<file path="src/rtl/core_pkg.sv">
// core_pkg: shared state/class encodings and opcode field positions for core_sequencer
package core_pkg;
  typedef enum logic [2:0] {IDLE, FETCH, EXEC, MEM, WB, HALT} seq_state_t;
  typedef enum logic [1:0] {ALU = 2'b00, BRANCH = 2'b01, IMM = 2'b10, MEMORY = 2'b11} instr_class_t;
  localparam logic [8:0] HALT_INSTR_DEF = 9'h1FF;
  localparam int CLASS_HI = 8;
  localparam int CLASS_LO = 7;
  localparam int WE_BIT = 6;
  function automatic instr_class_t instr_class(input logic [8:0] i);
    return instr_class_t'(i[CLASS_HI:CLASS_LO]);
  endfunction
endpackage

</file>
<file path="src/rtl/core_sequencer_pc_unit.sv">
// pc_unit: program counter register; ports clk, reset (async high), load/load_val (priority), inc, pc
module pc_unit #(
  parameter int PC_W = 10
) (
  input  logic            clk,
  input  logic            reset,
  input  logic            load,
  input  logic            inc,
  input  logic [PC_W-1:0] load_val,
  output logic [PC_W-1:0] pc
);
  logic [PC_W-1:0] pc_d, pc_q;
  always_comb pc_d = load ? load_val : inc ? pc_q + PC_W'(1) : pc_q;
  always_ff @(posedge clk or posedge reset)
    if (reset) pc_q <= '0;
    else pc_q <= pc_d;
  assign pc = pc_q;
endmodule

</file>
<file path="src/rtl/core_sequencer.sv">
// core_sequencer: multi-cycle fetch/exec/mem/wb FSM; ports: clk, reset, start, instr, branch_taken/target, mem_ack -> pc, ir, ir_en, reg_we, mem_req, mem_we, done, retired, err; CORE_SEQ_MEM_TIMEOUT_EN adds the memory-ack watchdog
module core_sequencer
  import core_pkg::*;
#(
  parameter int         PC_W       = 10,
  parameter logic [8:0] HALT_INSTR = HALT_INSTR_DEF,
  parameter int         CNT_W      = 16,
  parameter int         TIMEOUT    = 64
) (
  input  logic             clk,
  input  logic             reset,
  input  logic             start,
  input  logic [8:0]       instr,
  input  logic             branch_taken,
  input  logic [PC_W-1:0]  branch_target,
  input  logic             mem_ack,
  output logic [PC_W-1:0]  pc,
  output logic [8:0]       ir,
  output logic             ir_en,
  output logic             reg_we,
  output logic             mem_req,
  output logic             mem_we,
  output logic             done,
  output logic [CNT_W-1:0] retired,
  output logic             err
);
  seq_state_t state_q, state_d;
  instr_class_t cls;
  logic [8:0] ir_q, ir_d;
  logic [CNT_W-1:0] retired_q, retired_d;
  logic err_q, err_d;
  logic pc_load, pc_inc, retire, restart, timeout;
  logic [PC_W-1:0] pc_load_val;
  assign cls = instr_class(ir_q);
`ifdef CORE_SEQ_MEM_TIMEOUT_EN
  localparam int TW = $clog2(TIMEOUT + 1);
  logic [TW-1:0] tmo_q, tmo_d;
  always_comb begin
    tmo_d = (state_q == MEM && !mem_ack) ? tmo_q + TW'(1) : '0;
    timeout = state_q == MEM && !mem_ack && tmo_q == TW'(TIMEOUT - 1);
  end
  always_ff @(posedge clk or posedge reset)
    if (reset) tmo_q <= '0;
    else tmo_q <= tmo_d;
`else
  assign timeout = 1'b0;
`endif
  always_comb begin
    state_d = state_q;
    ir_d = ir_q;
    err_d = err_q;
    retire = 1'b0;
    restart = 1'b0;
    pc_load = 1'b0;
    pc_inc = 1'b0;
    unique case (state_q)
      IDLE, HALT: if (start) begin
        state_d = FETCH;
        restart = 1'b1;
        pc_load = 1'b1;
        err_d = 1'b0;
      end
      FETCH: begin
        ir_d = instr;
        state_d = instr == HALT_INSTR ? HALT : EXEC;
      end
      EXEC: if (cls == MEMORY) state_d = MEM;
      else begin
        state_d = FETCH;
        retire = 1'b1;
        pc_load = cls == BRANCH && branch_taken;
        pc_inc = !pc_load;
      end
      MEM: if (mem_ack) begin
        state_d = ir_q[WE_BIT] ? FETCH : WB;
        retire = ir_q[WE_BIT];
        pc_inc = ir_q[WE_BIT];
      end else if (timeout) begin
        state_d = HALT;
        err_d = 1'b1;
      end
      WB: begin
        state_d = FETCH;
        retire = 1'b1;
        pc_inc = 1'b1;
      end
      default: state_d = IDLE;
    endcase
    pc_load_val = restart ? '0 : branch_target;
    retired_d = restart ? '0 : (retire && !(&retired_q)) ? retired_q + CNT_W'(1) : retired_q;
  end
  always_ff @(posedge clk or posedge reset)
    if (reset) begin
      state_q <= IDLE;
      ir_q <= '0;
      retired_q <= '0;
      err_q <= 1'b0;
    end else begin
      state_q <= state_d;
      ir_q <= ir_d;
      retired_q <= retired_d;
      err_q <= err_d;
    end
  pc_unit #(.PC_W(PC_W)) u_pc (
    .clk(clk), .reset(reset), .load(pc_load), .inc(pc_inc), .load_val(pc_load_val), .pc(pc)
  );
  assign ir = ir_q;
  assign ir_en = state_q == FETCH;
  assign reg_we = (state_q == EXEC && (cls == ALU || cls == IMM)) || state_q == WB;
  assign mem_req = state_q == MEM;
  assign mem_we = mem_req && ir_q[WE_BIT];
  assign done = state_q == HALT;
  assign retired = retired_q;
  assign err = err_q;
endmodule

</file>
<file path="config.mk">
export PLATFORM = sky130hd
export DESIGN_NAME = core_sequencer
export DESIGN_NICKNAME = d
export VERILOG_FILES = /design/src/rtl/core_pkg.sv /design/src/rtl/core_sequencer_pc_unit.sv /design/src/rtl/core_sequencer.sv
export SDC_FILE = /design/constraint.sdc
export NUM_CORES = 1
export LEC_CHECK = 0
export BUFFER_PORTS_ARGS = -buffer_cell sky130_fd_sc_hd__buf_2
export CAP_MARGIN = 40
export CORE_MARGIN = 3
export CORE_UTILIZATION = 50
export CTS_BUF_LIST = sky130_fd_sc_hd__clkbuf_2
export DETAILED_ROUTE_END_ITERATION = 8
export GPL_TIMING_DRIVEN = 1
export PLACE_DENSITY = 0.76
export SYNTH_ARGS = -nofsm -noshare
export SYNTH_HDL_FRONTEND = slang
export SYNTH_SLANG_ARGS = --single-unit
export TNS_END_PERCENT = 20
</file>
<file path="constraint.sdc">
create_clock -name clk -period 2.7 [get_ports clk]
set_input_delay 0.54 -clock clk [delete_from_list [all_inputs] [get_ports clk]]
set_output_delay 0.54 -clock clk [all_outputs]
set_load 0.01 [all_outputs]
</file>
==> summary.txt <==
Outcome
  • Status: complete, no violations

Yosys
  • Post-Synthesis Cells: 239
  • Asr flop ratio synth: 100.0%
  • Top cell type's share of synthesized area: 42.82%
  • Count leader, synth: dfrtp_1
  • Seq/Total Area, Yosys: 42.82%
  • Synthesized area: 0.002221 sq mm
  • Synthesis Warnings: 0
  • Top post-synthesis cells by area: dfrtp_1 43%, nand2_1 5.6%, mux2_2 3.5%, a221o_1 3.2%, o211ai_1 2.7%
  • Avg Inst Size Synth: 9.292 sq um
  • Top cell type by total area after synthesis: dfrtp_1
  • Top cells by count, synth: 38 x dfrtp_1, 33 x nand2_1, 12 x nor2_1
  • Net Count, Synth: 265
  • Synth Flop Type: dfrtp_1
  • Post-synth EDFFs: 0
  • Post-synth cell types: between 40 and 50
  • Flop and latch count out of synthesis: 38

Clock network
  • Clk buf depth: 2
  • Clock slew at reported path FFs: 0.20 ns
  • Post-cts sizing count: 0
  • Clock Latency Late Sink: 0.40 ns
  • Sink Count: 38
  • Root Buffer: clkbuf_2
  • CTS tree: built
  • Post-CTS Repair Setup Buffers: 0
  • CTS Buf Count: 5
  • Quantity of hold-fixing buffers added after cts: 0
  • CTS H-tree lvls: 2

Critical path
  • Reg-to-Reg Start: state_q[2]
  • Crit Path Class: flip-flop to flip-flop
  • Flop2flop setup slack: approximately 0.45 ns
  • CP Data Arrival Time: about 2.6 ns
  • Worst path required time: 3.03 ns
  • Cell Chain, Critical Path: and2b_2 -> nand3_2 -> a21o_1 -> buf_4 -> or4_1 -> a21oi_1
  • RR Endpoint: retired[7]
  • CP max stage cell: dfrtp_1
  • Slowest stage delay, CP: 0.53 ns
  • Reg2reg path depth: 6
  • Worst-path maximum fanout: 11
  • CP Capture Type: flip-flop
  • Startpoint types: flip-flop

Power
  • Peak VDD IR: slightly above 0.7 mV
  • Power, Total: 2.815 mW
  • Pwr/cell area: roughly 1100 mW/mm^2
  • Leak pwr: 1.259 nW

Place
  • Final Wtd Congestion: 0.8187
  • Dpl hpwl: 3917 microns
  • PortBufs: between 60 and 70

GRT
  • Initial antenna violation count: 0
  • First-pass GRT wire length: 9108 microns
  • Number of global-route vias before repair: 1871
  • Largest net degree at the start of global routing: 27
  • Total GRT Usage: between 20% and 30%
  • Grt ovf: 0

Timing
  • Worst-Margin Slew: between 0.5 and 0.6 ns
  • Setup violations, final: 0
  • Final Slew Violations: 0
  • Rel. slew slack: a little under two thirds
  • Setup TNS: 0 ns
  • Tcrit/Tclk final: 83.22%
  • RSZ-0062 raised after global routing: false
  • Clock Skew: 0.01702 ns
  • Tmin final: 2.247 ns
  • Final hold violation count: 0
  • F_max: 0.4451 GHz

Cells and area
  • Nets: 326
  • Ant. Diodes: 0
  • Share of cells above drive strength 1: between 30% and 40%
  • Fill count: between 300 and 400
  • Area grow syn2layout: 19.61%

Detailed routing
  • Final wirelength: 5362 microns
  • Vias: roughly 2100
  • Post-DR vias/cell: a little under 6
  • Final ANT Viol Nets: 0
  • Avg WL per Cell: 15.28 microns
  • Residual DRC: 0
  • 1st-iter DRT viols: 162
  • Initial DRT Pass Iterations: 4

Floorplan
  • Top Ports: 65
  • Die footprint: 0.005277 sq mm
  • Core area: 0.004144 sq mm
  • Die width: ~73 microns
  • Die height: 72.65 microns
  • Starting density of the core: between 50% and 60%
  • Rows: 23

Run
  • Max_cap viols: 0

Hold path
  • Hold Crit Class: input pin to asynchronous set/reset pin
==> critical path, delay by kind of cell, from the launching register on <==
family | cells | cell delay [ns]
AND/OR/NAND/NOR | 3 | 0.96
flip-flops | 1 | 0.53
AO/OA/AOI/OAI | 2 | 0.48
buffers and inverters | 1 | 0.22
==> state kept, by name, summed over array words and instances, names as in the netlist <==
signal and flops:
u_pc.pc 10, ir 9, retired 16, state_q 3
==> stage by stage <==
stage | cells | utilization [%] | cell area, sq um | setup slack [ns] | hold slack [ns]
after floorplan | 239 | - | 2221 | 0.7156 | 0.5288
after global placement | 343 | 61.96 | 2567 | 0.5979 | 0.4637
after detailed placement | 343 | 61.96 | 2567 | 0.5222 | 0.4753
after CTS | 351 | 64.10 | 2656 | 0.4720 | 0.1146
after global routing | 351 | 64.10 | 2656 | 0.2921 | 0.1033
final | 351 | 64.10 | 2656 | 0.4532 | 0.1097
==> placed cells by master (no fill, tap or decap), types with 6 or more instances in the layout <==
cell / n
o21ai_0: 6
buf_4: 6
a221o_1: 7
and2_1: 7
nand3_1: 11
o211ai_1: 8
nand4_1: 7
inv_1: 6
dfrtp_1: 38
and3_1: 6
nor3_1: 9
nand2_1: 33
a21oi_1: 10
buf_2: 63
nor2_1: 12
mux2_2: 7
==> routing by layer <==
layer | routed length (microns) | vias to the layer above | GRT usage [%]
li1 | - | 1025 | -
met1 | 2381 | 989 | 29.42
met2 | 2577 | 65 | 34.67
met3 | 311 | 10 | 5.372
met4 | 91 | 0 | 5.943
met5 | 0 | - | 0
==> kinds of logic after synthesis <==
kind of cell,Yosys count,share of synthesized area (%)
buffers and inverters,21,4.451
DFF,38,42.82
other,1,0.1689
adders and majority gates,2,1.127
xor gates and xnor gates,2,0.7889
muxes,14,6.817
AOI/OAI and AO/OA,48,16.11
and+or+nand+nor,113,27.72
==> layout make-up <==
class | instances | area, sq um | area share (%)
well taps | 50 | 62.56 | 2.355
repair buffers | 69 | 360.3 | 13.57
multi-input cells | 180 | 1171 | 44.09
clock buffers | 5 | 25.02 | 0.9421
inverters | 6 | 22.52 | 0.8479
flip-flops and latches | 38 | 950.9 | 35.80
clock inverters | 3 | 63.81 | 2.402
==> where the power goes <==
group,switching (mW),total (mW),internal (mW)
clock,0.194,0.441,0.247
sequential,0.284,1.06,0.777
combinational,0.735,1.31,0.579
==> how the worst max path moves through the flow <==
stage	to	start	depth (start not counted)	slack, ns
after global placement	retired[13]	state_q[2]	6	0.60
after global routing	retired[15]	state_q[1]	6	0.29
after CTS	retired[13]	state_q[2]	6	0.47
after detailed placement	retired[13]	state_q[2]	6	0.52
final	retired[7]	state_q[2]	6	0.45
after floorplan	retired[10]	retired[0]	7	0.72
No activity file was read; power rests on OpenSTA's default activity.
